**src/rtl/snd_dma_addr_if.sv**
```systemverilog
// Sound DMA bus bundle: CPU register port plus the memory fetch request/ack handshake.
interface snd_dma_addr_if;
  logic        cpu_we;
  logic [3:0]  cpu_addr;
  logic [7:0]  cpu_wdata;
  logic [7:0]  cpu_rdata;
  logic        sreq;
  logic        fetch_ack;
  logic [15:0] fetch_data;

  modport master (
    output cpu_we, cpu_addr, cpu_wdata, fetch_ack, fetch_data,
    input  cpu_rdata, sreq
  );

  modport slave (
    input  cpu_we, cpu_addr, cpu_wdata, fetch_ack, fetch_data,
    output cpu_rdata, sreq
  );
endinterface

```
**src/rtl/snd_dma_addr.sv**
```systemverilog
// Sound DMA address counter, frame start/end shadows and sample word FIFO
// feeding the DAC; reloads or stops at frame end and pulses sint.
module snd_dma_addr #(
  parameter int FIFO_DEPTH = 4,
  parameter int REQ_FREE   = 2
) (
  input  logic          clk,
  input  logic          res,
  snd_dma_addr_if.slave bus,
  input  logic          sample_tick,
  output logic          sndon,
  output logic          sfrep,
  output logic [21:1]   snd,
  output logic [21:1]   sft,
  output logic [15:0]   sample_word,
  output logic          sample_valid,
  output logic          sint,
  output logic          underrun
);
  localparam int          AW      = $clog2(FIFO_DEPTH);
  localparam logic [AW:0] DEPTH_V = (AW+1)'(FIFO_DEPTH);
  localparam logic [AW:0] REQ_V   = (AW+1)'(REQ_FREE);
  localparam logic [AW:0] ONE_C   = (AW+1)'(1);

  logic [21:1]   start_q, end_q;
  logic [15:0]   mem [FIFO_DEPTH];
  logic [AW-1:0] wr_ptr, rd_ptr;
  logic [AW:0]   count;
  logic          sreq_q;

  logic          ctrl_wr, full, empty, pop, accept, frame_end, turn_on, flush, reload;
  logic          sndon_n;
  logic [21:1]   snd_inc, snd_n, sft_n;
  logic [AW:0]   count_n, free_n;

  // NOTE: every always_comb output gets a default first so no path can infer a latch.
  always_comb begin
    ctrl_wr   = bus.cpu_we && (bus.cpu_addr == 4'd0);
    full      = (count == DEPTH_V);
    empty     = (count == '0);
    pop       = sample_tick && !empty;
    // A full FIFO still takes the word when a tick frees a slot in the same cycle.
    accept    = sndon && bus.fetch_ack && (!full || sample_tick);
    snd_inc   = snd + 21'd1;
    frame_end = accept && (snd_inc == sft);
    turn_on   = ctrl_wr && bus.cpu_wdata[0] && !sndon;
    flush     = ctrl_wr && !bus.cpu_wdata[0];
    reload    = turn_on || (frame_end && sfrep);

    sndon_n = sndon;
    if (ctrl_wr)
      sndon_n = bus.cpu_wdata[0];
    else if (frame_end && !sfrep)
      sndon_n = 1'b0;

    snd_n = snd;
    sft_n = sft;
    if (reload) begin
      snd_n = start_q;
      sft_n = end_q;
    end else if (accept) begin
      snd_n = snd_inc;
    end

    count_n = count;
    if (flush)
      count_n = '0;
    else if (accept && !pop)
      count_n = count + ONE_C;
    else if (!accept && pop)
      count_n = count - ONE_C;
    free_n = DEPTH_V - count_n;
  end

  // NOTE: sequential state uses non-blocking assignments so every register samples pre-edge values.
  always_ff @(posedge clk) begin
    if (res) begin
      start_q  <= '0;
      end_q    <= '0;
      snd      <= '0;
      sft      <= '0;
      sndon    <= 1'b0;
      sfrep    <= 1'b0;
      wr_ptr   <= '0;
      rd_ptr   <= '0;
      count    <= '0;
      sreq_q   <= 1'b0;
      sint     <= 1'b0;
      underrun <= 1'b0;
    end else begin
      if (bus.cpu_we) begin
        case (bus.cpu_addr)
          4'd1:    start_q[21:16] <= bus.cpu_wdata[5:0];
          4'd2:    start_q[15:8]  <= bus.cpu_wdata;
          4'd3:    start_q[7:1]   <= bus.cpu_wdata[7:1];
          4'd4:    end_q[21:16]   <= bus.cpu_wdata[5:0];
          4'd5:    end_q[15:8]    <= bus.cpu_wdata;
          4'd6:    end_q[7:1]     <= bus.cpu_wdata[7:1];
          default: ;
        endcase
      end
      sndon <= sndon_n;
      if (ctrl_wr)
        sfrep <= bus.cpu_wdata[1];
      snd <= snd_n;
      sft <= sft_n;
      if (flush) begin
        wr_ptr <= '0;
        rd_ptr <= '0;
      end else begin
        if (accept) wr_ptr <= wr_ptr + AW'(1);
        if (pop)    rd_ptr <= rd_ptr + AW'(1);
      end
      count  <= count_n;
      // Evaluated on next-state values so sreq moves in the same cycle as the state it reflects.
      sreq_q <= sndon_n && (free_n >= REQ_V) && (snd_n != sft_n);
      sint   <= frame_end;
      if (sample_tick && empty)
        underrun <= 1'b1;
      else if (ctrl_wr)
        underrun <= 1'b0;
    end
  end

  // NOTE: the word storage is deliberately not reset; the pointers alone define valid entries.
  always_ff @(posedge clk) begin
    if (accept)
      mem[wr_ptr] <= bus.fetch_data;
  end

  assign bus.sreq     = sreq_q;
  assign sample_valid = !empty;
  assign sample_word  = empty ? 16'h0000 : mem[rd_ptr];

  always_comb begin
    bus.cpu_rdata = 8'h00;
    case (bus.cpu_addr)
      4'd0:    bus.cpu_rdata = {underrun, 5'd0, sfrep, sndon};
      4'd1:    bus.cpu_rdata = {2'b00, start_q[21:16]};
      4'd2:    bus.cpu_rdata = start_q[15:8];
      4'd3:    bus.cpu_rdata = {start_q[7:1], 1'b0};
      4'd4:    bus.cpu_rdata = {2'b00, end_q[21:16]};
      4'd5:    bus.cpu_rdata = end_q[15:8];
      4'd6:    bus.cpu_rdata = {end_q[7:1], 1'b0};
      4'd7:    bus.cpu_rdata = {2'b00, snd[21:16]};
      4'd8:    bus.cpu_rdata = snd[15:8];
      4'd9:    bus.cpu_rdata = {snd[7:1], 1'b0};
      default: ;
    endcase
  end
endmodule

```
**src/flat_wrapper.sv**
```systemverilog
// flat-port wrapper written by rule: the top's interface ports become plain ports
module snd_dma_addr_flat 
#(
  parameter int FIFO_DEPTH = 4,
  parameter int REQ_FREE   = 2
)
  (clk, res, sample_tick, sndon, sfrep, snd, sft, sample_word, sample_valid, sint, underrun, bus_cpu_we, bus_cpu_addr, bus_cpu_wdata, bus_fetch_ack, bus_fetch_data, bus_cpu_rdata, bus_sreq);
  snd_dma_addr_if bus_i ();
  input  logic clk;
  input  logic res;
  input  logic sample_tick;
  output logic sndon;
  output logic sfrep;
  output logic [21:1] snd;
  output logic [21:1] sft;
  output logic [15:0] sample_word;
  output logic sample_valid;
  output logic sint;
  output logic underrun;
  input wire logic [$bits(bus_i.cpu_we)-1:0] bus_cpu_we;
  input wire logic [$bits(bus_i.cpu_addr)-1:0] bus_cpu_addr;
  input wire logic [$bits(bus_i.cpu_wdata)-1:0] bus_cpu_wdata;
  input wire logic [$bits(bus_i.fetch_ack)-1:0] bus_fetch_ack;
  input wire logic [$bits(bus_i.fetch_data)-1:0] bus_fetch_data;
  output wire logic [$bits(bus_i.cpu_rdata)-1:0] bus_cpu_rdata;
  output wire logic [$bits(bus_i.sreq)-1:0] bus_sreq;
  assign bus_i.cpu_we = bus_cpu_we;
  assign bus_i.cpu_addr = bus_cpu_addr;
  assign bus_i.cpu_wdata = bus_cpu_wdata;
  assign bus_i.fetch_ack = bus_fetch_ack;
  assign bus_i.fetch_data = bus_fetch_data;
  assign bus_cpu_rdata = bus_i.cpu_rdata;
  assign bus_sreq = bus_i.sreq;
  snd_dma_addr #(.FIFO_DEPTH(FIFO_DEPTH), .REQ_FREE(REQ_FREE)) u_core (.clk(clk), .res(res), .bus(bus_i), .sample_tick(sample_tick), .sndon(sndon), .sfrep(sfrep), .snd(snd), .sft(sft), .sample_word(sample_word), .sample_valid(sample_valid), .sint(sint), .underrun(underrun));
endmodule
```
**config.mk**
```make
export PLATFORM = sky130hd
export DESIGN_NAME = snd_dma_addr_flat
export DESIGN_NICKNAME = d
export VERILOG_FILES = /design/src/rtl/snd_dma_addr_if.sv /design/src/rtl/snd_dma_addr.sv /design/src/flat_wrapper.sv
export SDC_FILE = /design/constraint.sdc
export NUM_CORES = 1
export LEC_CHECK = 0
export CORE_MARGIN = 3
export CORE_UTILIZATION = 55
export CTS_CLUSTER_DIAMETER = 50
export DETAILED_ROUTE_END_ITERATION = 12
export PLACE_DENSITY = 0.91
export SLEW_MARGIN = 20
export SYNTH_ARGS = -nofsm -noshare
export SYNTH_HDL_FRONTEND = slang
export SYNTH_SLANG_ARGS = --single-unit
```
**constraint.sdc**
```tcl
create_clock -name clk -period 3.5 [get_ports clk]
set_input_delay 0.35 -clock clk [delete_from_list [all_inputs] [get_ports clk]]
set_output_delay 0.35 -clock clk [all_outputs]
set_load 0.01 [all_outputs]
```
Yosys cells after proc, flatten, opt, wreduce, memory -nomap -nowiden
Memory sizes are Yosys's and may differ from the RTL's. A register that Yosys moved wholly into a read port is not among the register bits.
Cells that the tools add are included.
{ "op_classes": {"eq_ne": 12, "reduce_logical": 34, "n_lt_le_gt_ge": 1, "mux": 16, "addsub": 6} }
{ "op_table": {"columns": ["operator", "n"], "rows": [
  ["$pmux 8 s10", 1],
  ["$mux 21", 3],
  ["$add 21x1->21 const B", 1],
  ["$eq 21x21->1", 1],
  ["$ne 21x21->1", 1],
  ["$eq 4x3->1 const B", 4],
  ["$mux 16", 1],
  ["$logic_and 1x1->1", 15],
  ["$reduce_and 2->1", 6],
  ["$mux 3", 3],
  ["$eq 4x2->1 const B", 2],
  ["$eq 4x4->1 const B", 2],
  ["$logic_not 1->1", 7],
  ["$mux 1", 6],
  ["$add 2x1->2 const B", 2],
  ["$eq 4x1->1 const B", 1],
  ["$logic_not 4->1", 1],
  ["$mux 2", 2],
  ["$add 3x1->3 const B", 1],
  ["$eq 3x3->1 const B", 1],
  ["$ge 3x2->1 const B", 1],
  ["$logic_not 3->1", 1],
  ["$sub 3x1->3 const B", 1],
  ["$sub 3x3->3 const A", 1],
  ["other kinds (3)", 4]
]} }
{ "totals": {"memories": 1, "elab_cells": 86, "register_bits": 96, "ramBits": 64, "output_inout_bits": 72} }
{ "mem_list": {"columns": ["memory", "depth", "width", "read_ports", "rd_ports_with_merged_regs", "write_ports", "line_no", "text"], "rows": [
  ["u_core.mem", 4, 16, 1, 1, 1, "snd_dma_addr.sv:26", "logic [15:0] mem [FIFO_DEPTH];"]
]} }

Depth between registers and ports, before layout
{ "logic_depth": {"depth_word": 13, "depth_mapped": 13, "mapped_depth_nobuf": 13} }

Least setup slack after synthesis
Ideal clock, no wire load.
{ "synth_path": {"path_type": "reg-to-reg", "start": "reg u_core.snd[1] (netlist name)", "end": "reg u_core.snd[12] (netlist name)", "setup_slack_ns": 0.624, "period_less_slack_ns": 2.876, "path_buffers": 3, "setup_time_ns": 0.086, "arrival_ns": 2.791, "path_stages_with_launch": 13, "path_cell_list": "dfxtp_1 ha_1 buf_2 nand3_2 or2_2 nor3_1 nand4_1 a2111oi_4 and4_1 buf_4 nor2_4 buf_6 a211oi_1"} }
{ "synth_between": {"elab_chain_cells": 6} }
{ "synth_lines": {"columns": ["element", "line_no", "text"], "rows": [
  ["from (decl)", "snd_dma_addr.sv:13", "output logic [21:1] snd,"],
  ["from (signal assigned)", "snd_dma_addr.sv:105", "snd <= snd_n;"],
  ["$add 21x1->21 (*)", "snd_dma_addr.sv:44", "snd_inc = snd + 21'd1;"],
  ["$eq 21x21->1", "snd_dma_addr.sv:45", "frame_end = accept && (snd_inc == sft);"],
  ["$logic_and 1x1->1", "snd_dma_addr.sv:45", null],
  ["$logic_and 1x1->1", "snd_dma_addr.sv:48", "reload = turn_on || (frame_end && sfrep);"],
  ["$logic_or 1x1->1", "snd_dma_addr.sv:48", null],
  ["$mux 21 (*)", "snd_dma_addr.sv:58", "if (reload) begin"]
]} }
Mark *: on every way between the ends. The rest lies on a longest branch, timed or not.
A chain may end at the register's enable or synchronous reset.

Worst setup path after layout
{ "layout_path": {"start": "reg u_core.snd[7] (netlist name)", "end": "reg u_core.snd[2] (netlist name)"} }
{ "layout_between": {"elab_chain_cells": 6} }
{ "layout_lines": {"columns": ["element", "line_no"], "rows": [
  ["$add 21x1->21", "snd_dma_addr.sv:44"],
  ["$eq 21x21->1", "snd_dma_addr.sv:45"],
  ["$logic_and 1x1->1", "snd_dma_addr.sv:45"],
  ["$logic_and 1x1->1", "snd_dma_addr.sv:48"],
  ["$logic_or 1x1->1", "snd_dma_addr.sv:48"],
  ["$mux 21", "snd_dma_addr.sv:58"]
]} }
Every way passes these cells.

==> key figures <==
Outcome
  – Outcome: finished clean

Global route
  – Largest net degree at the start of global routing: 51
  – Number of antenna violations at the first check in global routing: 1
  – Wire length of the first global-routing pass: 43.36 mm
  – Global routing usage summed across all routing layers: 31.22%
  – Grt ovf: 0
  – Number of global-route vias before repair: 7753

Worst setup path
  – Crit Reg-Reg Startpoint: u_core.snd[7]
  – R2R depth: 9
  – Worst reg2reg endpoint: u_core.snd[2]
  – Worst Setup Path Type: flip-flop to flip-flop
  – Worst Path Arrival: 3.62 ns
  – Top delay family on crit path: simple AND/OR/NAND/NOR gates
  – Crit start category: flip-flop
  – Crit path buffers/inverters: 1
  – Critical path data required time: 3.83 ns
  – Critical path endpoint category: flip-flop
  – Cell at the slowest stage of the critical path: or4_4
  – Critical path peak fanout: 16
  – Setup slack on the worst flop-to-flop path: 0.21 ns
  – Ordered list of cells on the worst path: nand4_4 > or4_4 > nor4_4 > a211oi_2 > a2111oi_4 > and4_1 > nor2_4 > buf_12 > a311oi_1
  – Largest incremental delay on the critical path: 0.65 ns

STA
  – Final max-slew violation count: 0
  – Maximum frequency from static timing analysis: 0.3042 GHz
  – Unrepaired setup endpoints after global routing: false
  – Post-route clock period utilization: 93.92%
  – Period minus WS final: 3.287 ns
  – Final Hold Vio Count: 0
  – Setup Viol. Count Final: 0
  – Worst rel slew slack: 41.32%
  – Worst setup skew after layout: 0.01056 ns
  – Total negative setup slack: 0 ns
  – Least-Margin Pin Slew: 0.8802 ns

Synthesis
  – Fraction of registers with async set or reset after synthesis: 0%
  – Synthesized area per cell: 9.952 um^2
  – List of most frequent post-synthesis cells: 98 x dfxtp_1, 74 x nor2_1, 69 x a21oi_1
  – Distinct cell type count after synthesis: 73
  – Sequential share of the synthesized area: 43.60%
  – Yosys warning count: 0
  – Syn nets: 938
  – Post-synth design cell area: 8907 um^2
  – Leading register cell type out of synthesis: dfxtp_1
  – Most instantiated library cell after synthesis: dfxtp_1
  – Post-synthesis register bit count: 162
  – Mapped Cells: 895
  – Top post-synthesis cells by area: dfxtp_1 22%, edfxtp_1 22%, mux2i_1 5.3%, xnor2_1 5.1%, mux4_2 4.8%
  – Cell taking the most area after synthesis: dfxtp_1
  – Area share of the leading cell type in the synthesized netlist: 22.03%
  – Number of flops mapped to enable cells by yosys: 64

Min path
  – Class of the tightest hold or removal check: flip-flop to flip-flop
  – Hold path start: u_core.wr_ptr[1]
  – Endpoint with the worst hold slack: u_core.wr_ptr[1]
  – Worst hold path cell count: 2

Clocking
  – Number of hold buffers added after CTS: 0
  – Clock latency on the worst-skew pair: 0.44 ns
  – Number of clock sinks: 162
  – Number of clock buffers inserted by TritonCTS: 17
  – TritonCTS clock tree: built
  – Buffer cell driving the clock tree root: clkbuf_16
  – CTS Buffer Depth: 2
  – Htree depth: 4
  – Clock-pin slew reported for the worst setup and hold paths after clock tree synthesis: 0.07 ns

Floorplanning
  – Vertical die dimension: 133.3 um
  – Starting density of the core: 57.32%
  – Width of the die: 133.3 um
  – Die area: 17760 um^2
  – Core Footprint: 15540 um^2
  – Io pins: 105
  – Number of placement rows: 45

Drt
  – Total DRC errors in the routed layout: 0
  – Routed length per instance: 22.61 um
  – DRT antenna net count: 0
  – Detailed Routing Iterations Pass 1: 5
  – Mean number of vias per cell: 6.527
  – DR iter-0 viols: 898
  – Routed vias: 7982
  – Wire length reported by the detailed router: 27.65 mm

Finish
  – Register cell area after layout: 3884 um^2
  – Post-route cell area: 10880 um^2
  – Util after Layout: 70.02%
  – Count of antenna diodes in the layout: 0
  – Synthesis-to-layout area growth: 22.17%
  – NumNets Final: 1042
  – Fillcell total: 1143
  – Footprint of the multi-input gates: 4691 um^2
  – Layout cell share with drive strength beyond 1: 13.04%
  – Filler-free cell count of the finished design: 1223

Pwr
  – Power per unit of standard cell area: 416.9 nW/um^2
  – Cell leakage power: 3.791 nW
  – Max rail drop VDD: 311.9 uV

Job
  – Maximum capacitance violations: 0

Placement
  – Post-detail-place hpwl: 20.09 mm
  – Instance count after placement with tap cells included: 1191
  – Final weighted congestion in routability-driven placement: 1.012
  – Placed Instance Area: 10290 um^2
  – Port Buffers: 104
[worst min-delay path, cell delays in order, from the launching register on]
cell     delay (ns)
dfxtp_1        0.34
nand2_1        0.06
a21oi_1        0.05
[registers in the layout, summed over array words and instances, names as in the netlist, named ones only]
signal and flops:
u_core.sndon 1, u_core.mem 64, u_core.wr_ptr 2, u_core.bus.sreq 1, u_core.sft 21, u_core.end_q 21
u_core.sint 1, u_core.rd_ptr 2, u_core.snd 21, u_core.sfrep 1, u_core.count 3, u_core.start_q 21
u_core.underrun 1
[timing repair]
action,CTS,global route
gates resized for setup,0,1
endpoints found under the setup margin,0,1
setup buffers,0,0
[metal layers]
layer | wire length, um | vias up | track usage [%]
li1 | - | 3513 | -
met1 | 10530 | 3783 | 39.99
met2 | 12670 | 549 | 49.32
met3 | 2875 | 135 | 7.289
met4 | 1569 | 2 | 16.74
met5 | 11 | - | 0
[cells by family (layout without fill, tap and decap cells)]
group	after synthesis	count (layout)	synth area share (%)
buffers and inverters	76	193	3.849
xor gates and xnor gates	82	82	8.372
DFF	162	162	43.60
adders and majority gates	10	10	1.405
and+or+nand+nor	320	320	19.31
muxes	70	70	10.59
AOI/OAI and AO/OA	175	175	12.87
[worst max-delay path by stage]
stage                  startpoint              end  slack, ns  cells after the start
detailed placement    sample_tick  u_core.bus.sreq       0.20                      9
global route        u_core.snd[7]    u_core.snd[2]       0.03                     10
floorplan           u_core.snd[1]   u_core.snd[12]       0.62                     12
global placement      sample_tick  u_core.bus.sreq       0.23                      9
finish              u_core.snd[7]    u_core.snd[2]       0.21                      9
CTS                 u_core.snd[7]    u_core.snd[2]       0.27                      9
[through the flow]
step | worst slack, ns | hold slack, ns | total power [mW]
6_report | 0.2129 | 0.4956 | 4.536
2_1_floorplan | 0.6235 | 0.4489 | 2.437
4_1_cts | 0.2688 | 0.4982 | 4.534
3_5_place_dp | 0.2024 | 0.4888 | 2.725
5_1_grt | 0.03446 | 0.5255 | 4.672
3_3_place_gp | 0.2298 | 0.4824 | 2.702
[where the power goes]
part | internal, mW | total, mW | switching [mW]
Sequential | 1.98 | 2.02 | 0.0385
Combinational | 0.333 | 0.667 | 0.335
Clock | 0.952 | 1.85 | 0.894
Total | 3.27 | 4.54 | 1.27
[cell usage in the layout (no fill, tap or decap), drive strengths merged, types with 6 or more instances in the layout]
| cell type | Yosys | final |
|---|---|---|
| xor2 | 28 | 28 |
| inv | 9 | 16 |
| nand3 | 54 | 54 |
| ha | 10 | 10 |
| edfxtp | 64 | 64 |
| a211oi | 22 | 22 |
| and3 | 12 | 12 |
| xnor2 | 52 | 52 |
| nor4 | 15 | 15 |
| nor3 | 26 | 26 |
| nand2 | 50 | 50 |
| nand4 | 16 | 16 |
| dfxtp | 98 | 98 |
| buf | 27 | 49 |
| and2 | 20 | 20 |
| clkdlybuf4s50 | 0 | 103 |
| a22oi | 7 | 7 |
| nor2b | 13 | 13 |
| a21oi | 69 | 69 |
| nor2 | 75 | 75 |
| mux2i | 47 | 47 |
| and4 | 6 | 6 |
| clkbuf | 40 | 17 |
| o21ai | 36 | 36 |
| mux4 | 19 | 19 |
| nand2b | 6 | 6 |
[final cells by class]
| cell class | instances | share of cell area [%] |
|---|---|---|
| Multi-Input combinational cell | 657 | 43.11 |
| Sequential cell | 162 | 35.69 |
| Timing Repair Buffer | 152 | 13.06 |
| Clock buffer | 17 | 3.909 |
| Tap cell | 211 | 2.426 |
| Clock inverter | 15 | 1.495 |
| Inverter | 9 | 0.3105 |
(Power assumes the default switching activity.)
